File: src/rtl/bus_outer_in_prefetch_adapter.sv
// Purpose : Prefetches outer input words into a DEPTH-entry FIFO and releases them to a
//           busSwitch input under a per-command word count (size 0 = automatic, the hub ends it).
// Latency : A pushed word is visible on h__in one cycle later at the earliest (registered FIFO, no bypass).
// Backpressure: o__in_canReceive = FIFO not full. A push is refused when the FIFO is full, even if a pop
//           happens in the same cycle. The hub stalls the head word via h__in_canReceive.
// Optional: `define BUS_OUTER_IN_FLUSH_EN adds a 'flush' input. The FIFO is cleared while IDLE.
// Ports   : clk, rst (async active-high); cmd/cmd_isReady/cmd_canReceive (command handshake);
//           o__in/o__in_isReady/o__in_canReceive (outer side); h__in/h__in_isReady/h__in_canReceive,
//           h__in_isLast_in, h__in_isLast_out (hub side); occupancy (words buffered).

// Purpose : Generic registered FIFO used by the adapter. Storage and pointers are reset to zero.
// Latency : Write at edge t; the word is readable from t+1. The head word is always driven on popDat.
// Backpressure: Caller gates pushVld with ~full and popVld with ~empty. Clear wins over push.
module bus_outer_in_prefetch_fifo #(
   parameter int DATA_W = 64,
   parameter int DEPTH  = 4
) (
   input  logic                       clk,
   input  logic                       rst,
   input  logic                       clear,
   input  logic                       pushVld,
   input  logic [DATA_W-1:0]          pushDat,
   input  logic                       popVld,
   output logic [DATA_W-1:0]          popDat,
   output logic                       full,
   output logic                       empty,
   output logic [$clog2(DEPTH+1)-1:0] count
);
   localparam int AW = $clog2(DEPTH);
   localparam int CW = $clog2(DEPTH+1);

   logic [DATA_W-1:0] mem [DEPTH];
   logic [AW-1:0]     wrPtr;
   logic [AW-1:0]     rdPtr;

   // DEPTH is a power of two, so natural pointer overflow gives the modulo-DEPTH wrap.
   always_ff @(posedge clk or posedge rst) begin
      if (rst) begin
         wrPtr <= '0;
         rdPtr <= '0;
         count <= '0;
         for (int i = 0; i < DEPTH; i++) mem[i] <= '0;
      end else if (clear) begin
         rdPtr <= wrPtr;
         count <= '0;
      end else begin
         if (pushVld) begin
            mem[wrPtr] <= pushDat;
            wrPtr      <= wrPtr + AW'(1);
         end
         if (popVld) rdPtr <= rdPtr + AW'(1);
         case ({pushVld, popVld})
            2'b10:   count <= count + CW'(1);
            2'b01:   count <= count - CW'(1);
            default: count <= count;
         endcase
      end
   end

   assign popDat = mem[rdPtr];
   assign full   = (count == CW'(DEPTH));
   assign empty  = (count == '0);
endmodule

module bus_outer_in_prefetch_adapter #(
   parameter int DATA_W = 64,
   parameter int LEN_W  = 15,
   parameter int DEPTH  = 4
) (
   input  logic                       clk,
   input  logic                       rst,
`ifdef BUS_OUTER_IN_FLUSH_EN
   input  logic                       flush,
`endif
   input  logic [LEN_W-1:0]           cmd,
   input  logic                       cmd_isReady,
   output logic                       cmd_canReceive,
   input  logic [DATA_W-1:0]          o__in,
   input  logic                       o__in_isReady,
   output logic                       o__in_canReceive,
   output logic [DATA_W-1:0]          h__in,
   output logic                       h__in_isReady,
   input  logic                       h__in_canReceive,
   output logic                       h__in_isLast_in,
   input  logic                       h__in_isLast_out,
   output logic [$clog2(DEPTH+1)-1:0] occupancy
);
   typedef enum logic [1:0] {IDLE, COUNTED, AUTO} stateT;

   stateT            state, nextState;
   logic [LEN_W-1:0] remaining, nextRemaining;
   logic             full, empty;
   logic             push, pop, clear;

   assign push = o__in_isReady & ~full;
   assign pop  = h__in_isReady & h__in_canReceive;

`ifdef BUS_OUTER_IN_FLUSH_EN
   // Only honoured between commands. No pop can occur while IDLE, so clearing is safe.
   assign clear = flush & (state == IDLE);
`else
   assign clear = 1'b0;
`endif

   bus_outer_in_prefetch_fifo #(
      .DATA_W (DATA_W),
      .DEPTH  (DEPTH)
   ) uFifo (
      .clk     (clk),
      .rst     (rst),
      .clear   (clear),
      .pushVld (push),
      .pushDat (o__in),
      .popVld  (pop),
      .popDat  (h__in),
      .full    (full),
      .empty   (empty),
      .count   (occupancy)
   );

   assign o__in_canReceive = ~full;

   always_ff @(posedge clk or posedge rst) begin
      if (rst) begin
         state     <= IDLE;
         remaining <= '0;
      end else begin
         state     <= nextState;
         remaining <= nextRemaining;
      end
   end

   always_comb begin
      nextState       = state;
      nextRemaining   = remaining;
      cmd_canReceive  = 1'b0;
      h__in_isReady   = 1'b0;
      h__in_isLast_in = 1'b0;
      case (state)
         IDLE: begin
            cmd_canReceive = 1'b1;
            if (cmd_isReady) begin
               if (cmd != '0) begin
                  nextState     = COUNTED;
                  nextRemaining = cmd;
               end else begin
                  nextState = AUTO;
               end
            end
         end
         COUNTED: begin
            h__in_isReady   = ~empty;
            h__in_isLast_in = (remaining == LEN_W'(1)) & ~empty;
            if (pop) begin
               nextRemaining = remaining - LEN_W'(1);
               if (remaining == LEN_W'(1)) nextState = IDLE;
            end
         end
         AUTO: begin
            // The hub's end marker only counts when it coincides with a pop.
            // Unpopped words stay buffered for the next command.
            h__in_isReady = ~empty;
            if (pop && h__in_isLast_out) nextState = IDLE;
         end
         default: nextState = IDLE;
      endcase
   end
endmodule

File: config.mk
export PLATFORM = sky130hd
export DESIGN_NAME = bus_outer_in_prefetch_adapter
export DESIGN_NICKNAME = d
export VERILOG_FILES = /design/src/rtl/bus_outer_in_prefetch_adapter.sv
export SDC_FILE = /design/constraint.sdc
export NUM_CORES = 1
export LEC_CHECK = 0
export CAP_MARGIN = 40
export CORE_MARGIN = 5
export CORE_UTILIZATION = 54
export CTS_CLUSTER_SIZE = 20
export DETAILED_ROUTE_END_ITERATION = 10
export PLACE_DENSITY = 0.81
export RECOVER_POWER = 100
export SLEW_MARGIN = 20
export SYNTH_ARGS = -nofsm -noshare
export SYNTH_HDL_FRONTEND = slang
export SYNTH_SLANG_ARGS = --single-unit
File: constraint.sdc
create_clock -name clk -period 9.3 [get_ports clk]
set_input_delay 0.93 -clock clk [delete_from_list [all_inputs] [get_ports clk]]
set_output_delay 0.93 -clock clk [all_outputs]
set_load 0.02 [all_outputs]
==> qor.yml <==
clkTransAtPathRegs_ns: 0.06
ys_seq_elements: 280
drt-total-wl_um: 26200
die_h_um: 163
hold_violations: 0
drt_iter0_markers: 443
final.setup.worst_slack_ns: 3.04
switchingPower_uw: 2060
pre_cts_slack_ns: 5.59
setup_violations: 0
path_class: "flip-flop to output port"
cts_htree_levels: 1
cts_buffer_depth: 3
grt_max_degree: 181
pwr-share-clk_pct: 18.9
syn-cell-area_um2: 12600
synth-edff-count: 0
drc: 0
drt-vias-per-instance: 5.75
dp_hpwl_um: 16400
rsz0062_at_grt: "no"
setup_tns_ns: 0
start_util_pct: 54.3
synth_top_cell_area_share_pct: 55.5
cts_inserted_buffers: 29
cp_cell_sequence: "clkbuf_1 -> mux4_2 -> dlygate4sd3_1"
postCtsHoldBufs: 0
slew_violations: 424
swShare_pct: 33.2
drive_gt1_share_pct: 38.8
cts_root_buffer: "clkbuf_16"
violations: "capacitance limit, slew limit"
boundaryPins: 156
routedWlPerCell_um: 20.2
layout.nets: 1049
grt_pass1_vias: 8080
grt_util_all_layers_pct: 20.3
worstMarginPinSlew_ns: 4.35
combPwrFrac_pct: 45.1
dieArea_um2: 26500
synth_most_common_cell: "dfrtp_1"
drv_cap: 10
rows: 56
routed-via-count: 7443
drt_pre_antenna_iters: 5
critical_path.slowest_cell: "clkbuf_1"
cp_max_fo: 46
post_cts_buffers: 0
min_period_ns: 6.26
fp.dieW_um: 163
clkSinkCount: 280
finish.utilization_pct: 66.0
relSlewSlack_pct: -192
synth_nets: 900
syn_inst: 804
endpoint_kind: "output port"
yosys-top-cells-count: "dfrtp_1 (280), mux2_2 (258), mux4_2 (64)"
required_ns: 8.37
p_total_uw: 6200
pwr-share-seq_pct: 36.0
clock_latency_ns: 0.53
fill_cells: 1681
slowest_delay_ns: 2.19
gp_congestion: 0.821
area_growth_pct: 21.7
ctsResizeCount: 0
min_path_type: "flip-flop to flip-flop"
overflow: 0
syn_avg_cell_area_um2: 15.7
timing.hold.ws_ns: 0.498
grt_first_pass_wirelength_um: 43800
fin_skew_ns: 0.0140
portBuffers: 155
fmax_mhz: 160
post-route-period-util_pct: 67.3
synth-seq-area-share_pct: 55.5
yosys-top-cells-area: "dfrtp_1 (56%), mux2_2 (23%), mux4_2 (11%)"
yosysUniqueCellTypes: 50
status: "finished with violations"
yosys.area.top_type: "dfrtp_1"
tritoncts: "built"
synthFlopType: "dfrtp_1"
leakage_uw: 0.00642
drt.antenna.violating_nets: 0
power.internal_uw: 4140
synth_warnings: 0
n_antenna_cell: 0
core_um2: 23300
critical_path_arrival_ns: 5.33
powerDensity_nw_per_um2: 404
vdd_drop_max_uv: 168
synthArstFlopShare_pct: 100
start_kind: "flip-flop"
antenna_found_initial: 0
[cell families after synthesis]
| logic type | synth area share (%) |
|---|---|
| compound gates | 2.12 |
| xor+xnor | 0.416 |
| fa+ha+maj | 1.15 |
| buf+inv | 2.36 |
| flops | 55.5 |
| mux | 34.8 |
| simple gates | 3.66 |
[registers in the layout (all words and copies together) (netlist names)]
name / cells
uFifo.rdPtr: 2
uFifo.count: 3
uFifo.wrPtr: 2
remaining: 15
state: 2
uFifo.mem: 256
[power by group through the flow]
stage / logic (µW) / clock network [µW] / registers, µW
after CTS: 2930 / 1200 / 2240
final: 2790 / 1170 / 2230
after floorplan: 2060 / 0 / 2090
after global routing: 3020 / 1260 / 2320
after global placement: 2800 / 0 / 2280
after detailed placement: 2920 / 0 / 2260
[placed cells by master, fill, tap and decap left out, types with 7 or more instances in the layout]
master           netlist  final
clkbuf_8               0      7
clkbuf_1               5     11
nor3_1                14     14
nand2_1               14     18
mux2_2               258    256
nor2_1                15     15
mux4_2                64     64
clkinv_2               0      9
inv_1                 17     16
clkdlybuf4s50_1        0     85
dfrtp_1              280    280
ha_1                  10     10
clkbuf_16              0     29
dlygate4sd3_1          0     70
[per-stage QoR]
step	area, µm²	instances
after floorplan	12600	804
final	15400	1294
after global routing	15400	1294
after CTS	15500	1293
after detailed placement	14500	1240
after global placement	14400	1237
[metal layers]
metal | vias to the layer above | wire, µm | GRT usage (%)
met4 | 0 | 449 | 4.50
met3 | 35 | 1340 | 3.34
met5 | - | 0 | 0
met2 | 197 | 12700 | 32.5
met1 | 3889 | 11700 | 29.8
li1 | 3322 | - | -
[critical path: cells and delay by family, from the launching register on]
kind                   cells  cell delay, ns
buffers and inverters      2            2.88
flip-flops                 1            1.18
multiplexers               1            0.71
[layout make-up]
| cell class | count | area, µm² | area share [%] |
|---|---|---|---|
| multi-input combinational | 461 | 5290 | 34.4 |
| tap | 319 | 399 | 2.60 |
| inverter | 17 | 65.1 | 0.424 |
| clock buffer | 41 | 841 | 5.48 |
| clock inverter | 12 | 135 | 0.880 |
| sequential | 280 | 7010 | 45.6 |
| timing repair buffer | 164 | 1620 | 10.6 |
[final timing paths]
path / from / end / slack (ns) / cells after the start
worst min register to register: uFifo.mem[132]$_DFFE_PP0P_ / uFifo.mem[132]$_DFFE_PP0P_ / 0.50 / 1
worst min-delay path: uFifo.mem[132]$_DFFE_PP0P_ / uFifo.mem[132]$_DFFE_PP0P_ / 0.50 / 1
worst max register to register: uFifo.count[0]$_DFFE_PP0P_ / uFifo.mem[217]$_DFFE_PP0P_ / 4.60 / 6
max in group asynchronous: rst / remaining[13]$_DFFE_PP0P_ / 5.01 / 3
min in group asynchronous: rst / uFifo.mem[93]$_DFFE_PP0P_ / 2.17 / 2
worst max-delay path: uFifo.rdPtr[0]$_DFFE_PP0P_ / h__in[60] / 3.04 / 3
(Power assumes the default switching activity.)
